### src/rtl/dsp_config_loader_if.sv
`default_nettype none
// ============================================================================
// Module   : dsp_config_loader_if
// Brief    : Valid/ready word stream from a bitstream source into the loader.
// Revision : 1.0
// ============================================================================
interface dsp_config_loader_if #(
  parameter int WORD_W = 32
) ();
  logic [WORD_W-1:0] cfg_word;
  logic              cfg_valid;
  logic              cfg_ready;

  modport master (output cfg_word, output cfg_valid, input cfg_ready);
  modport slave  (input cfg_word, input cfg_valid, output cfg_ready);
endinterface
`default_nettype wire

### src/rtl/dsp_config_loader.sv
`default_nettype none
// ============================================================================
// Module   : dsp_config_loader
// Brief    : Serializes configuration words LSB-first onto a DSP shift chain.
// Revision : 1.0
// ============================================================================
module dsp_config_loader #(
  parameter int CHAIN_LEN = 64,
  parameter int WORD_W    = 32,
  parameter int CNT_W     = $clog2(CHAIN_LEN + 1)
) (
  input  wire logic             clk,
  input  wire logic             rst_n,
  input  wire logic             start,
  input  wire logic             abort,
  dsp_config_loader_if.slave    cfg,
  output logic                  configuration_input,
  output logic                  configuration_enable,
  output logic                  busy,
  output logic                  done,
  output logic [CNT_W-1:0]      bit_count
);

  localparam int c_NW     = (CHAIN_LEN + WORD_W - 1) / WORD_W;
  localparam int c_LAST   = CHAIN_LEN - (c_NW - 1) * WORD_W;
  localparam int c_WACC_W = $clog2(c_NW + 1);
  localparam int c_LEFT_W = $clog2(WORD_W + 1);

  localparam logic [c_WACC_W-1:0] c_NW_V      = c_WACC_W'(c_NW);
  localparam logic [c_WACC_W-1:0] c_NW_M1     = c_WACC_W'(c_NW - 1);
  localparam logic [c_WACC_W-1:0] c_WACC_ONE  = c_WACC_W'(1);
  localparam logic [c_LEFT_W-1:0] c_FULL_LEFT = c_LEFT_W'(WORD_W);
  localparam logic [c_LEFT_W-1:0] c_LAST_LEFT = c_LEFT_W'(c_LAST);
  localparam logic [c_LEFT_W-1:0] c_LEFT_ONE  = c_LEFT_W'(1);
  localparam logic [CNT_W-1:0]    c_CHAIN     = CNT_W'(CHAIN_LEN);
  localparam logic [CNT_W-1:0]    c_CNT_ONE   = CNT_W'(1);

  typedef enum logic [1:0] {
    S_IDLE = 2'd0,
    S_RUN  = 2'd1,
    S_DONE = 2'd2
  } state_t;

  state_t              r_state;
  logic [WORD_W-1:0]   r_hold;
  logic                r_hold_full;
  logic [WORD_W-1:0]   r_sh;
  logic [c_LEFT_W-1:0] r_sh_left;
  logic [c_WACC_W-1:0] r_wacc;
  logic [c_WACC_W-1:0] r_wsh;
  logic                r_cfg_in;
  logic                r_cfg_en;
  logic                r_busy;
  logic                r_done;
  logic [CNT_W-1:0]    r_bit_count;

  logic                w_cfg_ready;
  logic                w_accept;
  logic                w_shift;
  logic                w_refill;
  logic [c_LEFT_W-1:0] w_refill_len;

  assign w_cfg_ready  = r_busy & ~r_hold_full & (r_wacc < c_NW_V) & ~abort;
  assign w_accept     = cfg.cfg_valid & w_cfg_ready;
  assign w_shift      = (r_sh_left != '0);
  // Refill on the edge the shifter empties so a waiting word streams gaplessly
  assign w_refill     = r_hold_full & ((r_sh_left == '0) | (r_sh_left == c_LEFT_ONE));
  assign w_refill_len = (r_wsh == c_NW_M1) ? c_LAST_LEFT : c_FULL_LEFT;

  always_ff @(posedge clk or negedge rst_n) begin
    if (!rst_n) begin
      r_state     <= S_IDLE;
      r_hold      <= '0;
      r_hold_full <= 1'b0;
      r_sh        <= '0;
      r_sh_left   <= '0;
      r_wacc      <= '0;
      r_wsh       <= '0;
      r_cfg_in    <= 1'b0;
      r_cfg_en    <= 1'b0;
      r_busy      <= 1'b0;
      r_done      <= 1'b0;
      r_bit_count <= '0;
    end else if (abort) begin
      r_state     <= S_IDLE;
      r_hold_full <= 1'b0;
      r_sh_left   <= '0;
      r_cfg_in    <= 1'b0;
      r_cfg_en    <= 1'b0;
      r_busy      <= 1'b0;
      r_done      <= 1'b0;
    end else begin
      r_done   <= 1'b0;
      r_cfg_in <= 1'b0;
      r_cfg_en <= 1'b0;
      case (r_state)
        S_IDLE: begin
          if (start) begin
            r_state     <= S_RUN;
            r_busy      <= 1'b1;
            r_wacc      <= '0;
            r_wsh       <= '0;
            r_bit_count <= '0;
            r_hold_full <= 1'b0;
            r_sh_left   <= '0;
          end
        end
        S_RUN: begin
          if (r_bit_count == c_CHAIN) begin
            r_state <= S_DONE;
            r_done  <= 1'b1;
            r_busy  <= 1'b0;
          end else begin
            if (w_shift) begin
              r_cfg_in    <= r_sh[0];
              r_cfg_en    <= 1'b1;
              r_sh        <= r_sh >> 1;
              r_sh_left   <= r_sh_left - c_LEFT_ONE;
              r_bit_count <= r_bit_count + c_CNT_ONE;
            end
            if (w_refill) begin
              r_sh        <= r_hold;
              r_sh_left   <= w_refill_len;
              r_hold_full <= 1'b0;
              r_wsh       <= r_wsh + c_WACC_ONE;
            end
            if (w_accept) begin
              r_hold      <= cfg.cfg_word;
              r_hold_full <= 1'b1;
              r_wacc      <= r_wacc + c_WACC_ONE;
            end
          end
        end
        S_DONE:  r_state <= S_IDLE;
        default: r_state <= S_IDLE;
      endcase
    end
  end

  assign cfg.cfg_ready          = w_cfg_ready;
  assign configuration_input    = r_cfg_in;
  assign configuration_enable   = r_cfg_en;
  assign busy                   = r_busy;
  assign done                   = r_done;
  assign bit_count              = r_bit_count;

endmodule
`default_nettype wire

### src/flat_wrapper.sv
// flat-port wrapper written by rule: the top's interface ports become plain ports
module dsp_config_loader_flat 
#(
  parameter int CHAIN_LEN = 64,
  parameter int WORD_W    = 32,
  parameter int CNT_W     = $clog2(CHAIN_LEN + 1)
)
  (clk, rst_n, start, abort, configuration_input, configuration_enable, busy, done, bit_count, cfg_cfg_word, cfg_cfg_valid, cfg_cfg_ready);
  dsp_config_loader_if #(.WORD_W(WORD_W)) cfg_i ();
  input  wire logic clk;
  input  wire logic rst_n;
  input  wire logic start;
  input  wire logic abort;
  output logic configuration_input;
  output logic configuration_enable;
  output logic busy;
  output logic done;
  output logic [CNT_W-1:0] bit_count;
  input wire logic [$bits(cfg_i.cfg_word)-1:0] cfg_cfg_word;
  input wire logic [$bits(cfg_i.cfg_valid)-1:0] cfg_cfg_valid;
  output wire logic [$bits(cfg_i.cfg_ready)-1:0] cfg_cfg_ready;
  assign cfg_i.cfg_word = cfg_cfg_word;
  assign cfg_i.cfg_valid = cfg_cfg_valid;
  assign cfg_cfg_ready = cfg_i.cfg_ready;
  dsp_config_loader #(.CHAIN_LEN(CHAIN_LEN), .WORD_W(WORD_W), .CNT_W(CNT_W)) u_core (.clk(clk), .rst_n(rst_n), .start(start), .abort(abort), .cfg(cfg_i), .configuration_input(configuration_input), .configuration_enable(configuration_enable), .busy(busy), .done(done), .bit_count(bit_count));
endmodule
### config.mk
export PLATFORM = sky130hd
export DESIGN_NAME = dsp_config_loader_flat
export DESIGN_NICKNAME = d
export VERILOG_FILES = /design/src/rtl/dsp_config_loader_if.sv /design/src/rtl/dsp_config_loader.sv /design/src/flat_wrapper.sv
export SDC_FILE = /design/constraint.sdc
export NUM_CORES = 1
export LEC_CHECK = 0
export BUFFER_PORTS_ARGS = -buffer_cell sky130_fd_sc_hd__buf_4
export CAP_MARGIN = 10
export CORE_ASPECT_RATIO = 0.7
export CORE_UTILIZATION = 52
export DETAILED_ROUTE_END_ITERATION = 16
export PLACE_DENSITY = 0.78
export SLEW_MARGIN = 15
export SYNTH_ARGS = -nofsm -noshare
export SYNTH_HDL_FRONTEND = slang
export SYNTH_SLANG_ARGS = --single-unit
### constraint.sdc
create_clock -name clk -period 1.85 [get_ports clk]
set_input_delay 0.185 -clock clk [delete_from_list [all_inputs] [get_ports clk]]
set_output_delay 0.185 -clock clk [all_outputs]
set_load 0.02 [all_outputs]
After elaboration in Yosys (flattened, before gate mapping). Cells that the tools add are included. W data, S select, Z words.

Logic and storage cells: 91. Memory bits (read-only): 0. Bits in writable memories: 0. Latch bits: 0. Flip-flop bits (word level): 86. Output and inout port bits: 12. Memories kept: 0.

Muxes and demuxes: 41. Bitwise gates (word level): 9. Divide/modulo/power cells: 0. Reduce and logical (&&, ||, !) cells: 14. Add/sub/neg operators: 3. Magnitude comparators: 1. Shift-type cells: 0. Multipliers: 0. Equality and inequality tests: 12.

Operators with widths (number): $mux W32 (2); $mux W6 (5); $mux W7 (3); $mux W1 (19); $reduce_and A4 Y1 (4); $pmux W7 S2 (1); $mux W2 (6); $pmux W6 S2 (1); $reduce_and A5 Y1 (2); $ne A4 B2 Y1 const B (2); $pmux W2 S2 (2); $add A7 B1 Y7 const B (1); $eq A7 B7 Y1 const B (1); $eq A6 B1 Y1 const B (1); $logic_not A6 Y1 (1); $ne A3 B3 Y1 const B (2); $reduce_bool A6 Y1 (1); $sub A6 B1 Y6 const B (1); $and A1 B1 Y1 (5); $ne A2 B1 Y1 const B (2); $ne A2 B2 Y1 const B (2); $pmux W1 S2 (2); $reduce_bool A2 Y1 (2); $ne A3 B2 Y1 const B (1); other kinds (9) (11).

Depth between registers and ports, before layout.
Depth in word-level cells: 9. Depth in mapped cells: 9.

Worst setup path before layout. No wires, ideal clock.

Path kind: register to register. From: register u_core.r_bit_count[0] (netlist: u_core.bit_count[0]). To: register u_core.r_hold[24]. Setup slack: -0.309 ns. Stages on the path, launching flop included: 9. Clock period less this slack: 2.159 ns. Required time: 1.725 ns. Buffers on the path: 1. Data arrival time: 2.034 ns. Cells stage by stage: dfrtp_1 > inv_1 > ha_1 > and2_1 > nand2_1 > o22ai_2 > nor3_4 > buf_8 > mux2_4.

Word-level cells in the longest chain between the ends: 3.

RTL lines: from (decl) (RTL line dsp_config_loader.sv:55) `logic [CNT_W-1:0] r_bit_count;`; from (signal assigned) (RTL line dsp_config_loader.sv:119) `r_bit_count <= r_bit_count + c_CNT_ONE;`; $eq A7 B7 Y1 (RTL line dsp_config_loader.sv:109) `if (r_bit_count == c_CHAIN) begin`; $not A1 Y1 (no source line); $reduce_and A4 Y1 (no source line); to (signal assigned) (RTL line dsp_config_loader.sv:128) `r_hold <= cfg.cfg_word;`; to (decl) (RTL line dsp_config_loader.sv:45) `logic [WORD_W-1:0] r_hold;`.

No other way between the ends. A chain may end at the register's enable or synchronous reset.

Worst setup path after layout.
From: register u_core.r_hold_full. To: register u_core.r_hold[8].

Word-level cells in the longest chain between the ends: 6.

RTL lines: from (decl) (RTL line dsp_config_loader.sv:46) `logic r_hold_full;`; from (signal assigned) (RTL line dsp_config_loader.sv:74) `r_hold_full <= 1'b0;`; from (signal assigned) (RTL line dsp_config_loader.sv:86) `r_hold_full <= 1'b0;`; from (signal assigned) (RTL line dsp_config_loader.sv:104) `r_hold_full <= 1'b0;`; $not A1 Y1 (RTL line dsp_config_loader.sv:63) `assign w_cfg_ready = r_busy & ~r_hold_full & (r_wacc < c_NW_V) & ~abort;`; $and A1 B1 Y1 (3 in series) (RTL line dsp_config_loader.sv:63); $and A1 B1 Y1 (RTL line dsp_config_loader.sv:64) `assign w_accept = cfg.cfg_valid & w_cfg_ready;`; $reduce_and A4 Y1 (no source line).

No other way between the ends.

==> run_results.csv <==
group,metric,value,unit
run_status,outcome,"complete, but fails checks",
run_status,failed_checks,"setup timing",
synth,synth-edff-count,0,
job,cap_violations,0,
clock_network,cts-buffers-inserted,9,
clock_network,htreeDepth,3,
synth,synth_common_cells,"dfrtp_1 (86), o21ai_0 (43), nand2_1 (38)",
synth,synthMuxAreaShare,19.8,%
layout,fin_nets,456,
power,p_leak,2.31,nW
synth,synth_cell_type_count,45,
worst_setup_path,crit_chain,"nor4b_4 -> and3_4 -> o22ai_4 -> nor3_4 -> buf_6 -> buf_12 -> mux2_4",
die,rows,26,
detailed_routing,drc_errors,0,
clock_network,cts_root_buffer,"clkbuf_8",
clock_network,max-clock-path-buffers,2,
hold_path,hold_class,"primary input to register",
detailed_routing,wl,8210,µm
sta,fin_tns_setup,-3.63,ns
detailed_routing,drt_iter0_drc,110,
global_routing,grt_start_max_net_pins,66,
clock_network,clock_sinks,86,
detailed_routing,route.vias.total,2754,
clock_network,cts_tree,"yes",
synth,synth_top_family_by_area,"multiplexers",
synth,synth-seq-cells,86,
synth,synth_top_area_cell,"dfrtp_1",
global_routing,antenna_found_initial,0,
detailed_routing,wl_per_cell,15.9,µm
synth,synthSimpleGateAreaFrac,10.8,%
worst_setup_path,required,2.10,ns
layout,diodes,0,
place,dp_hpwl,5490,µm
synth,synth_top_area_share,53.5,%
synth,synth.area.top_cells,"dfrtp_1 (54%), mux2_4 (10%), mux2i_1 (7.7%), o21ai_0 (5.4%), nand2_1 (3.5%)",
synth,ys.flop_type,"dfrtp_1",
layout,fin_cells,517,
die,num_io_pins,49,
die,core_area,7380,µm²
sta,hold_slack,0.0431,ns
place,io_buffer_count,48,
global_routing,grt-ovfl-total,0,
sta,hold_viol_final,0,
global_routing,grt_pass1_vias,2699,
worst_setup_path,max_stage_delay,0.42,ns
sta,tightest_slew,0.378,ns
place,dp_cells,491,
detailed_routing,postRouteAntennaNets,0,
synth,synthesis.area,4020,µm²
sta,finalClockSkew,0.0112,ns
die,die_x,107,µm
layout,drive_above_1_share,37.9,%
worst_setup_path,critPathKind,"register to register",
place,pre_cts_slack,-0.111,ns
synth,synthXorXnorAreaFrac,1.09,%
synth,synthAdderAreaFrac,1.56,%
worst_setup_path,startpoint_type,"register",
power,power.density,1240,nW/µm²
clock_network,clkLatencyLatePin,0.37,ns
synth,ys.warnings.count,0,
sta,fmax,503,MHz
synth,syn_inst,330,
sta,slew_viol_final,0,
worst_setup_path,worst-path-buf-inv,2,
worst_setup_path,cpMaxStageDelayCell,"dfrtp_1",
power,ir_drop,0.592,mV
synth,synth_compound_area_share,9.78,%
sta,setup_ws,-0.137,ns
clock_network,cts.clk_slew.worst_paths,0.09,ns
sta,max-slew-margin-rel,74.7,%
global_routing,grt.total_usage,22.0,%
layout,area_growth,26.9,%
worst_setup_path,cp_data_arrival_time,2.23,ns
sta,period_minus_slack,1.99,ns
synth,ys_seq_area_share,53.5,%
worst_setup_path,worst_setup_path_end_kind,"register",
synth,syn_nets,372,
detailed_routing,vias_per_cell,5.33,
layout,finish.utilization,69.0,%
detailed_routing,first_pass_iters,4,
die,die-area,8090,µm²
die,initial_utilization,54.4,%
sta,setup_viol,33,
synth,synthArstFlopShare,100,%
sta,fin_crit_sh,107,%
synth,postSynthAreaPerCell,12.2,µm²
worst_setup_path,critical_path.top_delay_family,"simple AND/OR/NAND/NOR gates",
sta,rsz0062_at_grt,"true",
die,die_h,75.6,µm
place,gp_congestion,0.867,
synth,yosysMostFrequentCell,"dfrtp_1",
worst_setup_path,cp_max_fo,15,
global_routing,grt_pass1_wl,13200,µm
-- through the flow --
step | power [mW] | cell area, µm²
after floorplan | 4.12 | 4020
after global placement | 4.67 | 4690
after detailed placement | 4.78 | 4690
after CTS | 6.33 | 5040
after global routing | 6.74 | 5100
final | 6.34 | 5100
-- logic make-up (layout without fill, tap and decap cells) --
family | count (synthesis) | count (layout)
xor gates and xnor gates | 5 | 5
buffers and inverters | 21 | 110
muxes | 65 | 65
adders and majority gates | 5 | 5
AOI/OAI and AO/OA | 65 | 65
DFF | 86 | 86
and+or+nand+nor | 83 | 83
-- state kept, by name, summed over array words and instances, names as in the netlist, 2 cells and up --
register / count
u_core.r_sh_left: 6
u_core.bit_count: 7
u_core.r_hold: 32
u_core.r_state: 2
u_core.r_wacc: 2
u_core.r_sh: 32
-- cell usage in the layout, fill, tap and decap left out, types with 3 or more instances in the layout --
master | synthesis | layout
nand2_1 | 38 | 37
nand2b_1 | 3 | 3
mux2_4 | 27 | 32
nand3_1 | 5 | 4
inv_1 | 4 | 4
buf_4 | 3 | 79
dfrtp_1 | 86 | 85
o21ai_0 | 43 | 41
clkbuf_8 | 0 | 10
buf_12 | 2 | 6
o31ai_1 | 3 | 3
nor2_1 | 14 | 14
ha_1 | 5 | 4
nor3_1 | 6 | 6
xor2_1 | 5 | 5
a21oi_1 | 5 | 5
mux2i_1 | 31 | 31
-- what timing repair did --
item / in CTS / in global routing
buffers inserted: 6 / 2
endpoints found under the setup margin: 34 / 41
pin swaps: 0 / 1
hold buffers: 1 / 0
resized for setup: 10 / 12
gates cloned: 1 / 1
hold endpoints to repair: 22 / 0
-- layout make-up --
| cell class | count | area (µm²) |
|---|---|---|
| tap | 98 | 123 |
| clock inverter | 4 | 77.6 |
| clock buffer | 12 | 145 |
| timing repair buffer | 89 | 774 |
| inverter | 5 | 18.8 |
| sequential | 86 | 2150 |
| multi-input combinational | 223 | 1810 |
| fill | 523 | 2290 |
-- metal layers --
layer | global-route usage [%] | vias to the layer above | share of wire, %
li1 | - | 1318 | -
met1 | 31.3 | 1358 | 49
met2 | 32.8 | 65 | 45
met3 | 6.24 | 13 | 4.5
met4 | 7.91 | 0 | 1.5
met5 | 0 | - | 0
-- power breakdown --
group	internal [mW]	total [mW]	leakage [nW]	switching, mW
Sequential	2.52	2.93	1.12	0.408
Combinational	1.06	1.94	1.08	0.880
Clock	0.808	1.47	0.112	0.660
Total	4.39	6.34	2.31	1.95
-- worst reg2reg max path, stage by stage, from the launching register on --
cell	delay (ns)
dfrtp_1	0.42
nor4b_4	0.33
and3_4	0.25
o22ai_4	0.07
nor3_4	0.16
buf_6	0.15
buf_12	0.16
mux2_4	0.32
-- path summary, 6_finish.rpt --
kind                                           startpoint                              end  slack (ns)  cells after the start
setup / recovery           u_core.r_hold_full$_DFFE_PN0P_     u_core.r_hold[8]$_DFFE_PN0P_       -0.14                      7
setup reg to reg           u_core.r_hold_full$_DFFE_PN0P_     u_core.r_hold[8]$_DFFE_PN0P_       -0.14                      7
max in group asynchronous                           rst_n  u_core.bit_count[0]$_DFFE_PN0P_        1.05                      3
hold / removal                           cfg_cfg_word[20]    u_core.r_hold[20]$_DFFE_PN0P_        0.04                      2
min in group asynchronous                           rst_n     u_core.r_hold[3]$_DFFE_PN0P_        0.25                      2
hold reg to reg                u_core.r_sh[4]$_DFFE_PN0P_       u_core.r_sh[4]$_DFFE_PN0P_        0.49                      2
No activity file was read; power rests on OpenSTA's default activity.
